--- config.mk ---
export PLATFORM = sky130hd
export DESIGN_NAME = fifo_read_slave
export DESIGN_NICKNAME = d
export VERILOG_FILES = /design/src/rtl/fifo_read_slave.sv
export SDC_FILE = /design/constraint.sdc
export NUM_CORES = 1
export LEC_CHECK = 0
export CORE_UTILIZATION = 60
export DETAILED_ROUTE_END_ITERATION = 8
export PLACE_DENSITY = 0.8
export SLEW_MARGIN = 20
export SYNTH_ARGS = -nofsm -noshare
export SYNTH_HDL_FRONTEND = slang
export SYNTH_SLANG_ARGS = --single-unit
--- constraint.sdc ---
create_clock -name clk -period 5.92 [get_ports clk]
set_input_delay 1.48 -clock clk [delete_from_list [all_inputs] [get_ports clk]]
set_output_delay 1.48 -clock clk [all_outputs]
set_load 0.05 [all_outputs]
--- src/rtl/fifo_read_slave.sv ---
// fifo_read_slave: single-clock FIFO, slave side of the FIFO read interface.
// Define FIFO_READ_SLAVE_FWFT_EN for first-word fall-through read timing.
module fifo_read_slave #(
    parameter int DATA_WIDTH          = 32,
    parameter int DEPTH               = 16,
    parameter int ALMOST_EMPTY_THRESH = 1,
    parameter int ALMOST_FULL_THRESH  = 1
) (
    input  logic                       clk,
    input  logic                       reset,
    input  logic [DATA_WIDTH-1:0]      wr_data,
    input  logic                       wr_en,
    output logic                       full,
    output logic                       almost_full,
    output logic [DATA_WIDTH-1:0]      rd_data,
    input  logic                       rd_en,
    output logic                       empty,
    output logic                       almost_empty,
    output logic [$clog2(DEPTH):0]     level,
    output logic                       overflow,
    output logic                       underflow
);

    localparam int AW = $clog2(DEPTH);
    localparam int LW = AW + 1;

    localparam logic [LW-1:0] AE_L   = LW'(ALMOST_EMPTY_THRESH);
    localparam logic [LW-1:0] AF_L   = LW'(DEPTH - ALMOST_FULL_THRESH);
    localparam logic [LW-1:0] FULL_L = LW'(DEPTH);

    logic [DATA_WIDTH-1:0] mem_q [DEPTH];

    logic [AW-1:0]         wptr_q, wptr_d;
    logic [AW-1:0]         rptr_q, rptr_d;
    logic [LW-1:0]         level_q, level_d;
    logic [DATA_WIDTH-1:0] rd_data_q, rd_data_d;
    logic                  empty_q, aempty_q, full_q, afull_q;
    logic                  ovf_q, unf_q;
    logic                  push, pop;

    // Accept decisions, pointer/level next state and next read word
    always_comb begin
        push   = wr_en && !full_q;
        pop    = rd_en && !empty_q;
        wptr_d = push ? wptr_q + 1'b1 : wptr_q;
        rptr_d = pop ? rptr_q + 1'b1 : rptr_q;
        unique case ({push, pop})
            2'b10:   level_d = level_q + 1'b1;
            2'b01:   level_d = level_q - 1'b1;
            default: level_d = level_q;
        endcase
`ifdef FIFO_READ_SLAVE_FWFT_EN
        // Head word after this cycle; bypass when it is being written now
        if (level_d == '0) begin
            rd_data_d = '0;
        end else if (push && (wptr_q == rptr_d)) begin
            rd_data_d = wr_data;
        end else begin
            rd_data_d = mem_q[rptr_d];
        end
`else
        rd_data_d = pop ? mem_q[rptr_q] : rd_data_q;
`endif
    end

    // Storage array; never cleared, contents simply abandoned on reset
    always_ff @(posedge clk) begin
        if (!reset && push) begin
            mem_q[wptr_q] <= wr_data;
        end
    end

    // Pointers, level, read register and flags derived from next level
    always_ff @(posedge clk) begin
        if (reset) begin
            wptr_q    <= '0;
            rptr_q    <= '0;
            level_q   <= '0;
            rd_data_q <= '0;
            empty_q   <= 1'b1;
            aempty_q  <= 1'b1;
            full_q    <= 1'b0;
            afull_q   <= 1'b0;
            ovf_q     <= 1'b0;
            unf_q     <= 1'b0;
        end else begin
            wptr_q    <= wptr_d;
            rptr_q    <= rptr_d;
            level_q   <= level_d;
            rd_data_q <= rd_data_d;
            empty_q   <= (level_d == '0);
            aempty_q  <= (level_d <= AE_L);
            full_q    <= (level_d == FULL_L);
            afull_q   <= (level_d >= AF_L);
            ovf_q     <= wr_en && full_q;
            unf_q     <= rd_en && empty_q;
        end
    end

    assign full         = full_q;
    assign almost_full  = afull_q;
    assign rd_data      = rd_data_q;
    assign empty        = empty_q;
    assign almost_empty = aempty_q;
    assign level        = level_q;
    assign overflow     = ovf_q;
    assign underflow    = unf_q;

endmodule

# Word level (Yosys, flattened, before mapping)
# Memories as Yosys holds them, arrays and structs flattened. A register that Yosys moved wholly into a read port is not among the register bits.
# Cells that the tools add are included.
# classes
add_sub_neg	4
magnitude_cmp	2
n_eq_ne	3
muxes	3
reduce_logical	9
# ops
operator	n
one-hot mux 5 bit (2 select lines)	1
adder 4 x 1 -> 4 bit (second input constant)	2
adder 5 x 1 -> 5 bit (second input constant)	1
== test 5 bit (second input constant)	1
greater-or-equal comparator 5 x 4 -> 1 bit (second input constant)	1
less-or-equal comparator 5 x 1 -> 1 bit (second input constant)	1
logical AND 1 bit	5
zero test 5 bit	1
subtractor 5 x 1 -> 5 bit (second input constant)	1
zero test 1 bit	3
== test 2 x 1 -> 1 bit (second input constant)	1
== test 2 bit (second input constant)	1
two-way mux 1 bit	2
# totals
reg_bits	19
ramBits	512
input_bits	36
n_memories	1
# memory_table
memory	depth	word_bits	rd	rd_ports_with_merged_regs	wr	line_no	source
mem_q	16	32	1	1	1	31	logic [DATA_WIDTH-1:0] mem_q [DEPTH];

# Depth between registers and ports, before layout
# Gate-level depths: netlist of the first run.
# logic_depth
depth_word	5
ltp_mapped	11

# Worst setup path before layout of the first run
# Ideal clock, no wire load.
# synth_timing
kind	in2reg
start	input wr_en
end	memory mem_q[1][0] (enable)
setup_time_ns	0.461
arrival_ns	4.349
t_required_ns	5.459
slack_ns	1.110
cell_stages	6
cell_sequence	nor2b_1 > buf_2 > inv_2 > nor2_1 > nand2_1 > nor3_1
# synth_between
elab_chain_cells	4
# synth_lines
element	line_no	source
from (decl)	12	input logic wr_en,
logical AND 1 bit	43	push = wr_en && !full_q;
logical AND 1 bit	68	if (!reset && push) begin
two-way mux 1 bit	68	
two-way mux 1 bit (implied by the code)	69	mem_q[wptr_q] <= wr_data;
to (decl)	31	
# No other way between the ends.

# Final worst setup path of the first run
# layout_timing
start	input wr_en
end	memory mem_q[4][8] (enable)
# The elaborated chain is that of the path after synthesis.

==> results of run 1 <==
==> flip-flops by register name, summed over array words and instances (netlist names) <==
signal,flops
level,5
wptr_q,4
almost_full,1
empty,1
rd_data,32
underflow,1
full,1
overflow,1
rptr_q,4
almost_empty,1
mem_q,512
==> kinds of logic after synthesis <==
| logic type | Yosys count | share of synthesized area |
|---|---|---|
| muxes | 162 | 0.170 |
| xor gates and xnor gates | 10 | 0.00411 |
| DFF | 563 | 0.770 |
| AOI/OAI and AO/OA | 47 | 0.0125 |
| adders and majority gates | 7 | 0.00411 |
| and+or+nand+nor | 95 | 0.0191 |
| buffers and inverters | 87 | 0.0199 |
==> stage by stage <==
| stage | std cells | utilization | setup slack [ps] | hold slack [ps] | area (µm²) |
|---|---|---|---|---|---|
| 2_1_floorplan | 971 | - | 1110 | 482 | 21300 |
| 4_1_cts | 1568 | 0.705 | 1790 | 445 | 24500 |
| 5_1_grt | 1576 | 0.710 | 1700 | 463 | 24700 |
| 6_report | 1576 | 0.710 | 1850 | 441 | 24700 |
| 3_3_place_gp | 1468 | 0.651 | 1380 | 430 | 22600 |
| 3_5_place_dp | 1468 | 0.651 | 1250 | 437 | 22600 |
==> synthesized netlist by cell type <==
master     count  area share
mux2i_1        2     0.00094
a21o_1         1     0.00035
dfxtp_1       51       0.048
or3_1          1     0.00029
xnor2_1        4      0.0016
a21oi_1        6      0.0014
a2111oi_0      1     0.00041
a41o_1         2     0.00094
xor2_1         6      0.0025
nand3_1        1     0.00023
inv_2          2     0.00035
nor2b_1        1     0.00029
nor2_1        28      0.0049
o211ai_1       1     0.00035
nand4_1        3     0.00088
buf_6         11      0.0058
clkbuf_1      20      0.0035
a21boi_1       1     0.00035
nor4b_1        1     0.00041
buf_2          8      0.0019
ha_1           7      0.0041
or4_1          1     0.00035
nor3_1         6      0.0014
clkinv_1      30      0.0053
o32ai_1        1     0.00041
inv_1          5     0.00088
nand2_1       46      0.0081
o31ai_1        2     0.00071
nand2b_1       4      0.0012
o21ai_1       32      0.0075
edfxtp_1     512        0.72
or3b_1         1     0.00041
and2_1         2     0.00059
buf_1         10      0.0018
mux4_2       160        0.17
buf_4          1     0.00035
==> routing by layer <==
metal | routed length (µm) | up-vias | track usage
li1 | - | 4191 | -
met3 | 2630 | 84 | 0.0375
met5 | 0 | - | 0
met2 | 24900 | 458 | 0.448
met4 | 1520 | 0 | 0.109
met1 | 17200 | 5300 | 0.342
==> worst max path at each step <==
stage                          to  slack [ps]  depth (start not counted)
CTS                 mem_q[10][13]        1790                          6
global route          mem_q[4][7]        1700                          6
floorplan             mem_q[1][0]        1110                          6
finish                mem_q[4][8]        1850                          6
detailed placement  mem_q[11][25]        1250                          6
global placement     mem_q[9][27]        1380                          6
==> worst register-to-register path: cells and delay by family, from the launching register on <==
kind	cells	cell delay, ps
DFF	1	320
and+or+nand+nor	4	2090
buffers and inverters	1	180
==> area by class of cell <==
class | count | area share
clock buffers | 71 | 0.0591
multi-input cells | 321 | 0.186
flip-flops and latches | 563 | 0.665
well taps | 455 | 0.0231
repair buffers | 100 | 0.0444
clock inverters | 29 | 0.0164
inverters | 37 | 0.00563
==> power by group <==
part | internal (mW) | switching, mW
Sequential | 4.43 | 0.112
Combinational | 0.571 | 0.672
Clock | 2.17 | 1.45
Total | 7.17 | 2.23
==> metrics, run 1 <==
status=finished clean; Setup crit start=wr_en; DIE AREA=0.0362 mm²; total wire length=46,300 µm; vias=10.0k; drt pass-1 iters=5; area of the core=0.0347 mm²; hold path start=rd_data[16]; Die X=190 µm; WL/cell=29.4 µm; CP required=6110 ps; initial cell density of the core=0.613; initial DRC count=1,039; Cells after Synth=971; Buffers on Ports=78; worst-path cell chain=clkdlybuf4s50_1 > nor2b_1 > inv_2 > nor2_1 > nand2_1 > nor2_4; Leak Pwr=7.59 nW; FMAX=246 MHz; final clock skew=20.9 ps; setup bufs post-CTS=0; overall power=9.40 mW; post-synth cell types=36; Pwr per Cell Area=381 mW/mm²; Slowest-stage cell, CP=nor2_4; #FFs+latches synth=563; sequential element share of the synthesized area=0.770; DRT antenna net count=0; Crit path largest cell delay=950 ps; R2R Path End=mem_q[4][8]; crit path DAT=4260 ps; row count=68; Inserted Clock Buffers=53; Nets=1,119; Tightest Hold Check Type=reg -> reg; multi-input logic area=0.00459 mm²; most common cell after layout, fill and taps aside=edfxtp_1; FF+latch area=0.0164 mm²; hold buffer count at CTS=0; Crit Path Class=in -> reg; Post-Syn Nets=1,014; diode count=0; Max FO, Critical Path=32; yosys warns=0; total gr overflow=0; fillers=1,968; RD Place Congestion=0.880; maxcap violations=0; Slew headroom=0.247; Post-Syn Area=0.0213 mm²; most frequent cells in the layout=512 x edfxtp_1, 160 x mux4_2, 78 x clkdlybuf4s50_1; latest clock arrival within the worst-skew pair=590 ps; Period minus WS final=4070 ps; clk buf depth=3; RSZ-0062 raised after global routing=false; area growth from synthesis to layout=15.9%; Hold Path Sink=rd_data[16]; final hold viol count=0; HPWL Detailed=25,100 µm; largest net degree at the start of global routing=69; DRC violations left=0; Avg Inst Size Synth=21.9 µm²; r2r worst-path depth=5; clock root buffer=clkbuf_16; CTS tree=yes; initial antenna violation count=0; Hold Path Stages=2; clock sinks=563; CP delay by family, top=simple AND/OR/NAND/NOR gates; number of global-route vias before repair=10.6k; crit path capture type=flip-flop; post-CTS sizing=0; crit path launch type=primary input; Peak VDD IR=0.423 mV; r2r startpoint=full; Worst-path clk slew=60 ps; share of cells above drive strength 1=0.256; crit share post-route=0.688; setup TNS=0 ps; chip height=190 µm; final number of setup-violating endpoints=0; io pins=79; actual slew at the worst max-slew pin=1130 ps; internal reg-to-reg setup slack=2930 ps; first-pass GRT wire length=67,500 µm; GRT Total Usage=0.262; CP bufs+invs=2; vias per std cell=6.37; max-slew violation count=0; CTS HTree Levels=2
(Power assumes the default switching activity.)
==> run 2: changes to the inputs <==
Clock period 5.92 ns to 4 ns, I/O delays scaled along.
==> metrics, run 2 (synthesis results as in run 1) <==
status=finished clean (unchanged); Most flops, register=mem_q (unchanged); crit path DAT=3490 ps (was 4260 ps); most frequent cells in the layout=512 x edfxtp_1, 160 x mux4_2, 78 x clkdlybuf4s50_1 (unchanged); area of the core=0.0347 mm² (unchanged); Slew headroom=0.444 (was 0.247); Inserted Clock Buffers=54 (was 53); fin cells=1,592 (was 1,576); final worst setup slack=991 ps (was 1850 ps); Worst-path clk slew=60 ps (about the same); Nets=1,134 (was 1,119); DRC violations left=0 (unchanged); crit share post-route=0.752; r2r worst-path depth=5 (unchanged); GRT Total Usage=0.256 (was 0.262); fillers=1,964 (was 1,968); DRT antenna net count=0 (unchanged); first-pass GRT wire length=66,200 µm (was 67,500 µm); clk buf depth=3 (unchanged); setup TNS=0 ps (unchanged); setup bufs post-CTS=0 (unchanged); DIE AREA=0.0362 mm² (unchanged); Period minus WS final=3010 ps; crit path launch type=primary input (unchanged); vias=10.0k (about the same); chip height=190 µm (unchanged); DP Worst Slack=444 ps (was 1250 ps); row count=68 (unchanged); Pwr per Cell Area=550 mW/mm² (was 381 mW/mm²); crit path capture type=flip-flop (unchanged); RD Place Congestion=0.760 (was 0.880); Largest register FFs=512 (unchanged); share of cells above drive strength 1=0.260 (was 0.256); HPWL Detailed=23,600 µm (was 25,100 µm); final hold viol count=0 (unchanged); total gr overflow=0 (unchanged); io pins=79 (unchanged); Cells after DPL=1,490 (was 1,468); max-slew violation count=0 (unchanged); RSZ-0062 raised after global routing=false (unchanged); final number of setup-violating endpoints=0 (unchanged); drt pass-1 iters=5 (unchanged); Hold Path Stages=2 (unchanged); initial DRC count=937 (was 1,039); CTS tree=yes (unchanged); clock sinks=563 (unchanged); overall power=13.6 mW (was 9.40 mW); Leak Pwr=7.59 nW (about the same); WL/cell=28.2 µm (was 29.4 µm); CTS HTree Levels=2 (unchanged); Buffers on Ports=78 (unchanged); total wire length=44,800 µm (was 46,300 µm); initial cell density of the core=0.613 (unchanged); hold buffer count at CTS=0 (unchanged); most common cell after layout, fill and taps aside=edfxtp_1 (unchanged); Tightest Hold Check Type=reg -> reg (unchanged); Die X=190 µm (unchanged); latest clock arrival within the worst-skew pair=570 ps (was 590 ps); area growth from synthesis to layout=16.2% (was 15.9%); largest net degree at the start of global routing=70 (was 69); Max FO, Critical Path=11 (was 32); final clock skew=12.7 ps (was 20.9 ps); Crit Path Class=in -> reg (unchanged); CP required=4480 ps (was 6110 ps); vias per std cell=6.29 (was 6.37); Peak VDD IR=0.420 mV (was 0.423 mV); number of global-route vias before repair=10.4k (was 10.6k); initial antenna violation count=2 (was 0); FMAX=332 MHz; clock root buffer=clkbuf_16 (unchanged); hold slack=445 ps (was 441 ps); actual slew at the worst max-slew pin=835 ps (was 1130 ps); maxcap violations=0 (unchanged); post-CTS sizing=0 (unchanged)
## run 2: changes by cell type in the layout (fill, tap and decap cells not counted), sizes merged
cell	previous run	this run
buf	22	36
clkbuf	71	78
bufinv	10	4
diode	0	2
clkinvlp	3	2
## run 2: power breakdown
part	internal, mW	switching (mW)	total, mW
logic	0.894	0.988	1.88
clock network	2.92	2.08	5.00
registers	6.55	0.159	6.71
## run 2: metal layers
layer	GRT usage	vias to the layer above	share of wire
li1	-	4219	-
met5	0	-	0
met2	0.442	431	0.53
met1	0.334	5272	0.37
met4	0.0862	0	0.029
met3	0.0427	93	0.064
## run 2: final timing paths
path,start,endpoint,slack (ps)
min,rd_data[24],rd_data[24],440
min reg2reg,rd_data[24],rd_data[24],440
max reg2reg,rptr_q[0],rd_data[12],1390
max,rd_en,almost_full,990
## run 2: worst max-delay path: stages
cell             delay, ps
clkdlybuf4s50_1        480
nand2b_1               150
inv_2                  220
nand2_1                100
xnor2_1                140
ha_1                   200
a21oi_1                 60
a21boi_1               160
or4_1                  490
and2_1                 220
o32ai_1                270
## run 2: final cells by class
class,count,area (µm²),area share
sequential,563,16400,0.663
timing repair buffer,114,1250,0.0506
clock inverter,22,213,0.00860
tap,455,569,0.0230
multi-input combinational,321,4620,0.187
inverter,37,139,0.00561
clock buffer,78,1540,0.0621
antenna,2,5.00,0.000202
## run 2: per-stage QoR
stage	instance area, µm²	util
6_report	24700	0.713
5_1_grt	24700	0.713
4_1_cts	24700	0.712
3_5_place_dp	23000	0.662
3_3_place_gp	23000	0.662
2_1_floorplan	21300	-
==> run 3: changes to the inputs <==
Clock period 4 ns to 3 ns, I/O delays scaled along.
==> metrics, run 3 (synthesis results as in run 1) <==
clk buf depth=3 (unchanged); actual slew at the worst max-slew pin=745 ps (was 835 ps); crit share post-route=0.903; HPWL Detailed=25,800 µm (was 23,600 µm); most frequent cells in the layout=512 x edfxtp_1, 160 x mux4_2, 78 x clkdlybuf4s50_1 (unchanged); DP Worst Slack=-191 ps (was 444 ps); total wire length=48,100 µm (was 44,800 µm); setup bufs post-CTS=0 (unchanged); crit path DAT=1960 ps (was 3490 ps); Buffers on Ports=78 (unchanged); CP required=2250 ps (was 4480 ps); chip height=190 µm (unchanged); Design Area, Final=0.0250 mm² (was 0.0247 mm²); Crit Path Class=reg -> out (was in -> reg); crit path capture type=output port (was flip-flop); Leak Pwr=7.77 nW (was 7.59 nW); GRT Total Usage=0.276 (was 0.256); Cells after DPL=1,526 (was 1,490); CP bufs+invs=1 (was 2); Worst-path clk slew=60 ps (about the same); hold path start=rd_data[0] (was rd_data[24]); Most flops, register=mem_q (unchanged); final clock skew=23.3 ps (was 12.7 ps); Period minus WS final=2710 ps; Setup crit start=level[1] (was rd_en); drt pass-1 iters=5 (unchanged); area of the core=0.0347 mm² (unchanged); Pwr per Cell Area=717 mW/mm² (was 550 mW/mm²); Nets=1,169 (was 1,134); clock sinks=563 (unchanged); internal reg-to-reg setup slack=670 ps (was 1390 ps); final worst setup slack=290 ps (was 991 ps); r2r startpoint=empty (was rptr_q[0]); FMAX=369 MHz; row count=68 (unchanged); CTS tree=yes (unchanged); Util after Layout=0.721 (was 0.713); DIE AREA=0.0362 mm² (unchanged); maxcap violations=0 (unchanged); status=finished clean (unchanged); WL/cell=29.6 µm (was 28.2 µm); Die X=190 µm (unchanged); r2r worst-path depth=11 (was 5); CTS HTree Levels=2 (unchanged); crit path to=level[1] (was almost_full); Seq pwr share=0.496 (was 0.494); switch share=0.245 (was 0.238); diode count=0 (was 2); Max FO, Critical Path=7 (was 11); switching power=4.40 mW (was 3.23 mW); hold buffer count at CTS=0 (unchanged); hold slack=441 ps (was 445 ps); final number of setup-violating endpoints=0 (unchanged); final hold viol count=0 (unchanged); Critical Path Stages=1 (was 11); RD Place Congestion=0.800 (was 0.760); setup TNS=0 ps (unchanged); share of cells above drive strength 1=0.288 (was 0.260); total gr overflow=0 (unchanged); Slowest-stage cell, CP=clkdlybuf4s50_1 (was or4_1); Comb pwr share=0.145 (was 0.138); fin cells=1,624 (was 1,592); max-slew violation count=0 (unchanged); latest clock arrival within the worst-skew pair=610 ps (was 570 ps); clock share of power=0.360 (was 0.368); crit path launch type=flip-flop (was primary input); DRC violations left=0 (unchanged); clock root buffer=clkbuf_16 (unchanged); initial cell density of the core=0.613 (unchanged); Largest register FFs=512 (unchanged); DRT antenna net count=0 (unchanged); Crit path largest cell delay=880 ps (was 490 ps); post-CTS sizing=0 (unchanged); initial DRC count=1,030 (was 937); initial antenna violation count=0 (was 2); Slew headroom=0.503 (was 0.444); Int Pwr=13.5 mW (was 10.4 mW); first-pass GRT wire length=70,700 µm (was 66,200 µm); overall power=17.9 mW (was 13.6 mW); most common cell after layout, fill and taps aside=edfxtp_1 (unchanged); Inserted Clock Buffers=53 (was 54); Tightest Hold Check Type=reg -> reg (unchanged); vias per std cell=6.44 (was 6.29); R2R Path End=empty (was rd_data[12]); number of global-route vias before repair=11.1k (was 10.4k); worst-path cell chain=clkdlybuf4s50_1 (was clkdlybuf4s50_1 > nand2b_1 > inv_2 > nand2_1 > xnor2_1 > ha_1 > a21oi_1 > a21boi_1 > or4_1 > and2_1 > o32ai_1); io pins=79 (unchanged); CP delay by family, top=buffers and inverters (was simple AND/OR/NAND/NOR gates); area growth from synthesis to layout=17.6% (was 16.2%); placed inst area=0.0234 mm² (was 0.0230 mm²); RSZ-0062 raised after global routing=false (unchanged); largest net degree at the start of global routing=38 (was 70); Peak VDD IR=0.604 mV (was 0.420 mV); vias=10.5k (was 10.0k)
-- run 3: cell types whose count changed in the layout (fill, tap and decap cells not counted), sizes merged --
cell,previous run,this run
clkinv,45,52
inv,8,9
diode,2,0
clkinvlp,2,3
bufinv,4,3
clkbuf,78,68
buf,36,72
-- run 3: layer usage --
metal	up-vias	wire length (µm)	track usage
met5	-	0	0
met1	5511	17900	0.361
li1	4302	-	-
met2	547	25100	0.468
met4	0	1540	0.112
met3	104	3520	0.0460
-- run 3: worst min path at each step --
stage	end	slack [ps]	cells after the start
finish	rd_data[0]	440	2
global route	rd_data[4]	470	2
CTS	rd_data[5]	450	2
detailed placement	rd_data[0]	440	2
global placement	rd_data[3]	430	2
floorplan	wptr_q[1]	480	2
-- run 3: layout make-up --
class / count / area [µm²]
flip-flops and latches: 563 / 16400
fillers: 1935 / 9680
multi-input cells: 321 / 4620
repair buffers: 150 / 1650
clock buffers: 68 / 1410
well taps: 455 / 569
clock inverters: 30 / 241
inverters: 37 / 139
-- run 3: power by group through the flow --
| stage | registers, mW | clock network [mW] | logic (mW) |
|---|---|---|---|
| 2_1_floorplan | 9.35 | 0 | 1.52 |
| 3_3_place_gp | 9.05 | 0 | 2.54 |
| 3_5_place_dp | 9.06 | 0 | 2.58 |
| 4_1_cts | 8.90 | 6.56 | 2.62 |
| 5_1_grt | 8.91 | 6.84 | 2.75 |
| 6_report | 8.90 | 6.45 | 2.59 |
==> patch: new RTL, config.mk and constraints of run 1 <==
Register the output `level` once more, without a reset; this adds one clock of latency there. The other outputs are not delayed to match.
--- a/src/rtl/fifo_read_slave.sv
+++ b/src/rtl/fifo_read_slave.sv
@@ -102,7 +102,9 @@
     assign rd_data      = rd_data_q;
     assign empty        = empty_q;
     assign almost_empty = aempty_q;
-    assign level        = level_q;
+    always_ff @(posedge clk) begin
+        level <= level_q;
+    end
     assign overflow     = ovf_q;
     assign underflow    = unf_q;
 
Check against the original RTL: not equivalent (Yosys sat finds a counterexample within 4 cycles, from zero or initial values and one cycle with reset high).
==> patch against run 1 <==
Area after synthesis barely moved; wire length is 1.4% lower; design area is 0.13% higher; final cell count is 3.2% higher; clock skew is 5.0 ps lower; die area barely moved; sequential cell count increased by 5; global-route usage is 0.76 points lower; worst setup slack improved by 140 ps; clock power is 3% lower; total power shrank 1.5%; critical endpoint is now mem_q[13][13]$_DFFE_PP_; largest power group unchanged.
==> patch: results (changes against run 1) <==
* Layout net count at 1171 (+4.6%)
* Total wirelength of the detailed-routed design at 45600 µm (-1.4%)
* WHS Path Cells at 0 (-2)
* Maximum fanout along the worst path at 22 (-31%)
* Placement-stage worst setup slack at 1450 ps (+195 ps)
* Top cells by area, synth: sky130_fd_sc_hd__edfxtp_1 72%, sky130_fd_sc_hd__mux4_2 14%, sky130_fd_sc_hd__dfxtp_1 5.3%
* Layout Skew at 16.0 ps (-4.97 ps)
* Wire length the detailed router placed on met1 at 17100 µm (-0.75%)
* Detailed placement HPWL at 23200 µm (-7.4%)
* Layout clock buffer count at 79 (+11%)
* Number of sequential cells in the layout at 568 (+0.89%)
* Power of the clock network at 3.51 mW (-3%)
* Met2 Resource Use GR at 42.3% (-2.5 points)
* Number of fillers in the final layout at 1999 (+1.6%)
* Weighted congestion reported at the end of routability-driven placement at 0.735 (-17%)
* Total routing usage reported by global routing at 25.5% (-0.76 points)
* Max rail drop VDD at 0.000328 V (-22%)
* R2r worst-path depth at 6 (+1)
* Hold_ws at 376 ps (-65.4 ps)
* Critical Path Max Stage Delay at 740 ps (-210 ps)
* Signal inverters at 5 (-86%)
* Share of synthesized cell area in full adder, half adder and majority cells at 0.411% (about the same)
* Share of cell area taken by muxes after synthesis at 13.5% (-3.5 points)
* Fraction of area in multi-input gates at 18.7% (+0.12 points)
* Max-slew headroom at 24.8% (+0.11 points)
* Dpl cells at 1521 (+3.6%)
* 1st-iter DRT viols at 1092 (+5.1%)
* Distinct cell type count of the synthesized netlist at 42 (+17%)
* Global-route wire length before repair at 66800 µm (-1.1%)
* Non-Clock Buffer Area Fraction at 4.66% (+0.22 points)
* Fraction of final layout cells with drive strength greater than 1 at 23.0% (-2.6 points)
* Worst min-delay path startpoint: level_q[4]$_SDFF_PP0_
* Vias/cell at 6.54 (+2.7%)
* Result of the run: finished, final reports clean
* Seq. pwr at 4.58 mW (+0.9%)
* Minimum period implied by the final worst setup slack at 3930 ps (-143 ps)
* Detailed-routed wire length on met3 at 3930 µm (+49%)
* Post-synthesis instance total at 1033 (+6.4%)
* Fraction of synthesized cell area in xor and xnor cells at 0.487% (+0.076 points)
* Die area at 36300 µm² (about the same)
* Nonclk buf count at 104 (+4.0%)
* Net switching power at 2.20 mW (-1.6%)
* Fraction of area in registers at 66.8% (+0.30 points)
## patch: changes by cell type in the layout (fill, tap and decap cells not counted), moves of 31 or more
cell / delta
sky130_fd_sc_hd__a21oi_1: +64
sky130_fd_sc_hd__a22oi_1: +64
sky130_fd_sc_hd__nor2_1: +32
sky130_fd_sc_hd__mux4_2: -32
sky130_fd_sc_hd__o21ai_1: -32
sky130_fd_sc_hd__clkinv_1: -31
## patch: worst max path at each step
stage,start,endpoint,cells past startpoint
global placement,wr_en,mem_q[13][6]$_DFFE_PP_,7
CTS,wr_en,mem_q[13][6]$_DFFE_PP_,7
detailed placement,wr_en,mem_q[13][8]$_DFFE_PP_,7
floorplan,wr_en,mem_q[1][0]$_DFFE_PP_,6
finish,wr_en,mem_q[13][13]$_DFFE_PP_,7
global route,wr_en,mem_q[13][6]$_DFFE_PP_,7
